**src/rtl/register_bus_reader_pkg.sv**
```systemverilog
// Shared definitions for the register bus reader.
//   state_e    : controller states (IDLE/SELECT/CAPTURE/HOLD)
//   CNT_W      : settle counter width (settle time 1..15 Tick cycles)
//   cs_n_bit() : one-hot-low chip-select helper, one bit at a time, so any
//                register count and address width can use it
package register_bus_reader_pkg;

  typedef enum logic [1:0] {
    ST_IDLE,
    ST_SELECT,
    ST_CAPTURE,
    ST_HOLD
  } state_e;

  localparam int CNT_W = 4;

  // Low only for the addressed position while enabled; an index that matches
  // no position leaves every bit high.
  function automatic logic cs_n_bit(input int unsigned idx,
                                    input int unsigned pos,
                                    input logic        en);
    return !(en && (idx == pos));
  endfunction

endpackage

```
**src/rtl/register_bus_reader_cs_dec.sv**
```systemverilog
// Chip-select decoder: turns a registered register index plus enable into a
// one-hot-low select vector. All ones when disabled or index out of range.
//   idx_i  : register index (driven from a register)
//   en_i   : select enable (driven from a register)
//   cs_n_o : per-register chip-select, 1 = register tri-stated
module register_bus_reader_cs_dec
  import register_bus_reader_pkg::*;
#(
  parameter int NrOfRegs = 4,
  parameter int AddrBits = 2
) (
  input  logic [AddrBits-1:0] idx_i,
  input  logic                en_i,
  output logic [NrOfRegs-1:0] cs_n_o
);

  always_comb begin
    for (int i = 0; i < NrOfRegs; i++) begin
      cs_n_o[i] = cs_n_bit(32'(idx_i), 32'(i), en_i);
    end
  end

endmodule

```
**src/rtl/register_bus_reader.sv**
```systemverilog
// Read-side controller for a bank of tri-state registers sharing one bus.
// Accepts single/burst read requests, selects one register at a time
// (break-before-make), waits a settle time, samples the bus and returns each
// word over a valid/ready handshake.
//   Clock, Reset      : clock, synchronous active-high reset
//   Tick              : global enable for acceptance and settle/capture
//   req_*             : request handshake, first index and word count
//   cs_n              : per-register chip-selects (1 = tri-stated)
//   bus_in            : shared register bus
//   rd_*              : returned word, its index, error and last flags
//   busy              : controller not idle
module register_bus_reader
  import register_bus_reader_pkg::*;
#(
  parameter int NrOfBits     = 8,
  parameter int NrOfRegs     = 4,
  parameter int AddrBits     = 2,
  parameter int SettleCycles = 1
) (
  input  logic                Clock,
  input  logic                Reset,
  input  logic                Tick,
  input  logic                req_valid,
  output logic                req_ready,
  input  logic [AddrBits-1:0] req_addr,
  input  logic [AddrBits:0]   req_len,
  output logic [NrOfRegs-1:0] cs_n,
  input  logic [NrOfBits-1:0] bus_in,
  output logic                rd_valid,
  input  logic                rd_ready,
  output logic [NrOfBits-1:0] rd_data,
  output logic [AddrBits-1:0] rd_addr,
  output logic                rd_err,
  output logic                rd_last,
  output logic                busy
);

  localparam logic [AddrBits:0] ONE_W  = (AddrBits + 1)'(1);
  localparam logic [AddrBits:0] NREGS  = (AddrBits + 1)'(NrOfRegs);
  localparam logic [CNT_W-1:0]  SETTLE = CNT_W'(SettleCycles);

  state_e              state_q;
  logic [AddrBits-1:0] cur_addr_q;
  logic [AddrBits:0]   remain_q;
  logic [CNT_W-1:0]    cnt_q;
  logic                cs_en_q;
  logic [NrOfBits-1:0] rd_data_q;
  logic [AddrBits-1:0] rd_addr_q;
  logic                rd_err_q;
  logic                rd_last_q;

  logic [AddrBits:0]   addr_inc_d;
  logic [AddrBits-1:0] addr_nxt_d;
  logic [AddrBits:0]   len_eff_d;
  logic [AddrBits:0]   rem_dec_d;

  function automatic logic in_range(input logic [AddrBits-1:0] a);
    return {1'b0, a} < NREGS;
  endfunction

  always_comb begin
    addr_inc_d = {1'b0, cur_addr_q} + ONE_W;
    // Wrap at the register count; an out-of-range index wraps by truncation.
    addr_nxt_d = (addr_inc_d == NREGS) ? '0 : addr_inc_d[AddrBits-1:0];
    len_eff_d  = (req_len == '0) ? ONE_W : req_len;
    rem_dec_d  = remain_q - ONE_W;
  end

  always_ff @(posedge Clock) begin
    if (Reset) begin
      state_q    <= ST_IDLE;
      cur_addr_q <= '0;
      remain_q   <= '0;
      cnt_q      <= '0;
      cs_en_q    <= 1'b0;
      rd_data_q  <= '0;
      rd_addr_q  <= '0;
      rd_err_q   <= 1'b0;
      rd_last_q  <= 1'b0;
    end else begin
      unique case (state_q)
        ST_IDLE: begin
          if (req_valid && Tick) begin
            cur_addr_q <= req_addr;
            remain_q   <= len_eff_d;
            cnt_q      <= SETTLE;
            if (in_range(req_addr)) begin
              state_q <= ST_SELECT;
              cs_en_q <= 1'b1;
            end else begin
              // No register answers this index: report an error word
              // without ever driving a select.
              state_q   <= ST_HOLD;
              rd_err_q  <= 1'b1;
              rd_data_q <= '0;
              rd_addr_q <= req_addr;
              rd_last_q <= (len_eff_d == ONE_W);
            end
          end
        end
        ST_SELECT: begin
          if (Tick) begin
            if (cnt_q == CNT_W'(1)) state_q <= ST_CAPTURE;
            else                    cnt_q   <= cnt_q - CNT_W'(1);
          end
        end
        ST_CAPTURE: begin
          if (Tick) begin
            rd_data_q <= bus_in;
            rd_addr_q <= cur_addr_q;
            rd_err_q  <= 1'b0;
            rd_last_q <= (remain_q == ONE_W);
            cs_en_q   <= 1'b0;
            state_q   <= ST_HOLD;
          end
        end
        ST_HOLD: begin
          // Consumer handshake is not Tick-gated.
          if (rd_ready) begin
            remain_q <= rem_dec_d;
            if (rem_dec_d == '0) begin
              state_q <= ST_IDLE;
            end else begin
              cur_addr_q <= addr_nxt_d;
              cnt_q      <= SETTLE;
              if (in_range(addr_nxt_d)) begin
                state_q <= ST_SELECT;
                cs_en_q <= 1'b1;
              end else begin
                state_q   <= ST_HOLD;
                rd_err_q  <= 1'b1;
                rd_data_q <= '0;
                rd_addr_q <= addr_nxt_d;
                rd_last_q <= (rem_dec_d == ONE_W);
              end
            end
          end
        end
        default: state_q <= ST_IDLE;
      endcase
    end
  end

  register_bus_reader_cs_dec #(
    .NrOfRegs(NrOfRegs),
    .AddrBits(AddrBits)
  ) u_cs_dec (
    .idx_i (cur_addr_q),
    .en_i  (cs_en_q),
    .cs_n_o(cs_n)
  );

  assign req_ready = (state_q == ST_IDLE);
  assign busy      = (state_q != ST_IDLE);
  assign rd_valid  = (state_q == ST_HOLD);
  assign rd_data   = rd_data_q;
  assign rd_addr   = rd_addr_q;
  assign rd_err    = rd_err_q;
  assign rd_last   = rd_last_q;

endmodule

```
**config.mk**
```make
export PLATFORM = sky130hd
export DESIGN_NAME = register_bus_reader
export DESIGN_NICKNAME = d
export VERILOG_FILES = /design/src/rtl/register_bus_reader_pkg.sv /design/src/rtl/register_bus_reader_cs_dec.sv /design/src/rtl/register_bus_reader.sv
export SDC_FILE = /design/constraint.sdc
export NUM_CORES = 1
export LEC_CHECK = 0
export BUFFER_PORTS_ARGS = -buffer_cell sky130_fd_sc_hd__buf_2
export CELL_PAD_IN_SITES_DETAIL_PLACEMENT = 1
export CELL_PAD_IN_SITES_GLOBAL_PLACEMENT = 1
export CORE_MARGIN = 3
export CORE_UTILIZATION = 35
export DETAILED_ROUTE_END_ITERATION = 10
export PLACE_DENSITY_LB_ADDON = 0.1
export SETUP_SLACK_MARGIN = 0.2
export SYNTH_ARGS = -nofsm -noshare
export SYNTH_HDL_FRONTEND = slang
export SYNTH_SLANG_ARGS = --single-unit
```
**constraint.sdc**
```tcl
create_clock -name Clock -period 2.6 [get_ports Clock]
set_input_delay 0.39 -clock Clock [delete_from_list [all_inputs] [get_ports Clock]]
set_output_delay 0.39 -clock Clock [all_outputs]
set_load 0.01 [all_outputs]
```
==> results.yml, run 1 <==
detailed_routing:
  dr.pass1.iters: 4
  antenna_left: 0
  drc: 0
  totalWireLength_mm: 3.33
  routed_via_density: 5.21
  vias: 1234
  wl_per_cell_um: 14.1
  drt-initial-drc-count: 45
yosys:
  yosysTopAreaCell: "dfxtp_1"
  async_flop_share: 0
  synth_xor_area_frac: 0.0131
  synth_fa_ha_area_frac: 0.121
  synth.distinct_cells: 39
  synthSimpleGateAreaFrac: 0.191
  syn-cell-area_um2: 1340
  synth_compound_area_frac: 0.229
  postSynthAreaPerCell_um2: 8.28
  yosys.cell_count.top_type: "nand2_1"
  muxShareOfSynthArea: 0.0224
  synthFlopType: "dfxtp_1"
  synth_common_cells: "nand2_1, dfxtp_1, a21oi_1"
  ys_seq_area_frac: 0.343
  synth-edff-count: 0
  synthTopCellsByArea: "dfxtp_1, ha_1, nand2_1"
  synth_nets: 193
  synth.top_cell.area_share: 0.343
  ys_ff_latch: 23
  synth_top_family_by_area: "compound AO/OA/AOI/OAI gates"
  yosysWarnings: 0
  syn_inst: 162
min_path:
  worstHoldEndpoint: "rd_data[1]"
  hold_path_class: "input port to flip-flop"
  hold_path_depth: 3
  worstHoldStart: "bus_in[1]"
placement:
  dpl_cell_area_um2: 1520
  place_inst: 233
  portBuffers: 35
  globalplace.congestion: 0.780
  dp_slack_ns: 0.767
  dpl.hpwl_mm: 2.61
clock_tree:
  cts_htree_levels: 1
  clk_latency_ns: 0.27
  cts_buffer_depth: 2
  postCtsSetupRepairBufs: 0
  cts_resized: 0
  postCtsHoldBufs: 0
  tritoncts: "yes"
  cts-root-buf: "clkbuf_8"
  cts-buffers-inserted: 3
  clk_pin_slew_worst_paths_ns: 0.09
  clkSinkCount: 23
sta:
  post-route-min-period_ns: 1.84
  fmax_mhz: 542
  fin_worst_skew_ns: 0.00233
  rsz0062_at_grt: "no"
  slew_headroom: 0.666
  final.setup.tns_ns: 0
  max_slew.worst_pin.slew_ns: 0.500
  setup_viol: 0
  finalMaxSlewViolations: 0
  fin_crit_sh: 0.709
  final-hold-violation-count: 0
  final.setup.worst_slack_ns: 0.755
floorplan:
  fp.dieArea_um2: 4610
  die_x_um: 67.9
  num_io_pins: 37
  placementRows: 21
  start_util: 0.381
  die_h_um: 67.9
  core_um2: 3520
finish:
  design_area_um2: 1570
  area_growth_pct: 16.7
  fillers: 472
  final_cells: 237
  fin_nets: 223
  num_antenna_cells: 0
  drive_gt1_frac: 0.220
  fin_util: 0.445
grt:
  antenna_found_initial: 0
  grt_pass1_vias: 1224
  grtUsageTotal: 0.156
  grt_first_pass_wirelength_mm: 5.38
  grt-ovfl-total: 0
  grt_max_degree: 26
setup_path:
  cpPeakStageDelay_ns: 0.47
  critPathLaunchType: "flip-flop"
  required_ns: 2.81
  worstSetupPathType: "flip-flop to flip-flop"
  path_cells: "ha_1, nand2_1, o211a_1, a311o_1, o21ai_2"
  worstSetupEndpointType: "flip-flop"
  r2r_start: "state_q[0]"
  worst_ep_arrival_time_ns: 2.05
  slowest_stage: "ha_1"
  r2r-end: "cnt_q[2]"
  ff2ff_setup_slack_ns: 0.76
  rr_worst_depth: 5
  cp_max_fo: 13
job:
  max-cap-violations: 0
pwr:
  powerDensity_nw_per_um2: 886
  peakVddDrop_mv: 0.427
  leakagePower_nw: 0.677
status:
  status: "finished, final reports clean"
[state kept, by name, indices dropped and copies added (netlist names)]
signal and flops:
rd_addr 2, cs_en_q 1, cnt_q 4, rd_data 8, state_q 2, rd_last 1, remain_q 3, cur_addr_q 2
[layer usage]
layer / track usage / routed length, µm / vias to the layer above
met5: 0 / 0 / -
met4: 0.0447 / 38 / 0
met3: 0.0411 / 136 / 4
met2: 0.313 / 1830 / 17
met1: 0.153 / 1320 / 608
li1: - / - / 605
[placed cells by master, fill, tap and decap left out, drive strengths merged, types with 2 or more instances in the layout]
master,netlist,final
a311oi,2,2
o21ai,4,4
nand4,2,2
nor2,6,6
nand2,32,32
clkbuf,5,3
nand3,2,2
a211o,2,2
nor2b,2,2
inv,13,13
a21oi,20,20
nor3b,2,2
nand2b,3,3
mux2i,3,3
a21bo,3,3
ha,13,13
dfxtp,23,23
buf,5,35
o211a,2,2
o31ai,2,2
a311o,2,2
[power by group]
group	internal (W)	switching [W]	leakage, nW	total (W)
Clock	0.000107	0.000123	0.0255	0.000230
Sequential	0.000425	0.0000818	0.187	0.000507
Combinational	0.000276	0.000373	0.465	0.000649
Total	0.000809	0.000578	0.677	0.00139
[worst max-delay path: cells and delay by family (launching register included)]
| kind | cells | cell delay [ns] |
|---|---|---|
| AO/OA/AOI/OAI | 3 | 0.77 |
| adder cells (fa/ha/maj) | 1 | 0.47 |
| flip-flops | 1 | 0.42 |
| AND/OR/NAND/NOR | 1 | 0.12 |
[cell type report]
cell class | count | area (µm²) | share of cell area
Clock buffer | 3 | 41.3 | 0.0264
Multi-Input combinational cell | 116 | 777 | 0.496
Timing Repair Buffer | 35 | 175 | 0.112
Tap cell | 46 | 57.6 | 0.0368
Sequential cell | 23 | 460 | 0.294
Clock inverter | 1 | 5.00 | 0.00320
Inverter | 13 | 48.8 | 0.0312
[per-stage QoR]
| stage | power (W) | hold WS (ns) |
|---|---|---|
| 2_1_floorplan | 0.00101 | 0.460 |
| 3_3_place_gp | 0.00113 | 0.438 |
| 3_5_place_dp | 0.00117 | 0.445 |
| 4_1_cts | 0.00141 | 0.345 |
| 5_1_grt | 0.00150 | 0.354 |
| 6_report | 0.00139 | 0.351 |
[cells by family after synthesis]
kind of cell / Yosys count
compound gates: 44
xor+xnor: 2
fa+ha+maj: 13
buf+inv: 23
flops: 23
mux: 3
other cells: 1
simple gates: 53
[worst max path at each step]
stage	from	to	slack, ns
6_report	state_q[0]	cnt_q[2]	0.76
3_3_place_gp	state_q[0]	cnt_q[2]	0.90
2_1_floorplan	remain_q[0]	cnt_q[2]	1.02
4_1_cts	state_q[0]	cnt_q[2]	0.74
3_5_place_dp	state_q[0]	cnt_q[2]	0.77
5_1_grt	state_q[0]	remain_q[0]	0.59
No activity file was read; power rests on OpenSTA's default activity.
==> run 2: changes to the inputs <==
==> constraint.sdc (replaced) <==
create_clock -name Clock -period 1.92 [get_ports Clock]
set_input_delay 0.288 -clock Clock [delete_from_list [all_inputs] [get_ports Clock]]
set_output_delay 0.288 -clock Clock [all_outputs]
set_load 0.01 [all_outputs]
==> run 2 against run 1 <==
Effect of this change:
- critical endpoint unchanged
- setup slack got worse by 0.49 ns
- combinational power grew 54%
- utilization up 1.8 points
- final cell count grew 0.84%
- die area did not move
- non-clock buffer count rose by 2
- maximum frequency grew 12%
- hold slack got worse by 0.10 ns
- largest power group unchanged
- wire length up 3.7%
- count of clock-buffer cells in the layout did not move
- sequential share of layout area down 1.1 points
==> results.yml, run 2 (synthesis results as in run 1) <==
grt:
  grt-ovfl-total: 0
  grt_first_pass_wirelength_mm: 5.41
  grt_pass1_vias: 1224
  grtUsageTotal: 0.155
  antenna_found_initial: 0
  grt_max_degree: 26
setup_path:
  critPathLaunchType: "flip-flop"
  worst_ep_arrival_time_ns: 1.86
  cp_max_fo: 9
  worstSetupPathType: "flip-flop to flip-flop"
  worstSetupEndpointType: "flip-flop"
  required_ns: 2.13
  crit_buf_inv: 1
  slowest_stage: "dfxtp_1"
  path_cells: "inv_1, ha_1, a21bo_4, o211a_4, a311o_1, o21ai_2"
  crit_family: "compound AO/OA/AOI/OAI gates"
  cpPeakStageDelay_ns: 0.34
finish:
  num_antenna_cells: 0
  design_area_um2: 1630
  final_cells: 239
  drive_gt1_frac: 0.269
  area_growth_pct: 21.5
  fin_nets: 225
  mostFrequentLayoutCells: "buf_2, nand2_1, dfxtp_1, a21oi_1, inv_1"
  largest_register_ffs: 8
  final_common_cell: "buf_2"
placement:
  dpl.hpwl_mm: 2.60
  place_inst: 235
  dp_slack_ns: 0.172
  portBuffers: 35
  globalplace.congestion: 0.772
  dpl_cell_area_um2: 1530
job:
  max-cap-violations: 0
sta:
  post-route-min-period_ns: 1.65
  fmax_mhz: 605
  setup_viol: 0
  finalMaxSlewViolations: 0
  rsz0062_at_grt: "yes"
  final-hold-violation-count: 0
  final.setup.tns_ns: 0
  fin_crit_sh: 0.860
  fin_worst_skew_ns: 0.00221
  final.setup.worst_slack_ns: 0.268
floorplan:
  placementRows: 21
  core_um2: 3520
  die_h_um: 67.9
  fp.dieArea_um2: 4610
  die_x_um: 67.9
  num_io_pins: 37
  start_util: 0.381
clock_tree:
  cts-buffers-inserted: 3
  tritoncts: "yes"
  clkSinkCount: 23
  clk_pin_slew_worst_paths_ns: 0.08
  cts_buffer_depth: 2
  cts_htree_levels: 1
  cts-root-buf: "clkbuf_8"
  postCtsSetupRepairBufs: 0
  clk_latency_ns: 0.27
min_path:
  hold_path_class: "input port to flip-flop"
detailed_routing:
  drc: 0
  antenna_left: 0
  routed_via_density: 5.14
  wl_per_cell_um: 14.4
  drt-initial-drc-count: 32
  totalWireLength_mm: 3.45
  dr.pass1.iters: 4
  vias: 1229
pwr:
  powerDensity_nw_per_um2: 1220
  peakVddDrop_mv: 0.532
  leakagePower_nw: 0.680
status:
  status: "finished, final reports clean"
==> run 2: changes by cell type in the layout (fill, tap and decap cells not counted), sizes merged <==
| cell | before | now |
|---|---|---|
| buf | 35 | 37 |
==> run 2: worst reg2reg max path: stages, from the launching register on <==
cell	delay, ns
dfxtp_1	0.34
inv_1	0.11
ha_1	0.29
a21bo_4	0.29
o211a_4	0.18
a311o_1	0.33
o21ai_2	0.05
==> run 2: area by class of cell <==
class / instances / area (µm²)
Timing Repair Buffer: 37 / 190
Sequential cell: 23 / 462
Tap cell: 46 / 57.6
Multi-Input combinational cell: 116 / 825
Clock inverter: 1 / 5.00
Inverter: 13 / 48.8
Clock buffer: 3 / 41.3
Fill cell: 437 / 1890
==> run 2: what timing repair did <==
action	in CTS	in global routing
hold buffers	0	0
setup endpoints to repair	5	12
pin swaps	0	2
cloned	0	0
gates resized for setup	2	10
==> run 2: worst paths after layout <==
check / cells past startpoint / to / slack, ns / start
worst min register to register: 2 / rd_data[0] / 0.46 / rd_data[0]
worst min-delay path: 3 / rd_data[5] / 0.25 / bus_in[5]
worst max-delay path: 6 / cnt_q[2] / 0.27 / state_q[1]
worst max register to register: 6 / cnt_q[2] / 0.27 / state_q[1]
==> run 2: power by group <==
group	total [W]	internal, W	leakage [nW]	switching [W]
Combinational	0.00100	0.000447	0.467	0.000557
Clock	0.000306	0.000145	0.0255	0.000161
Sequential	0.000685	0.000578	0.187	0.000107
Total	0.00199	0.00117	0.680	0.000825
==> run 2: routing by layer <==
metal	part of all wire	routed length [µm]	global-route usage
met1	0.41	1420	0.170
met2	0.53	1820	0.288
met3	0.048	165	0.0394
met4	0.011	38	0.0521
met5	0	0	0
==> run 2: stage by stage <==
stage	hold slack [ns]	util	total power [W]
2_1_floorplan	0.424	-	0.00137
3_3_place_gp	0.439	0.436	0.00155
3_5_place_dp	0.453	0.436	0.00160
4_1_cts	0.245	0.451	0.00193
5_1_grt	0.248	0.463	0.00215
6_report	0.251	0.463	0.00199
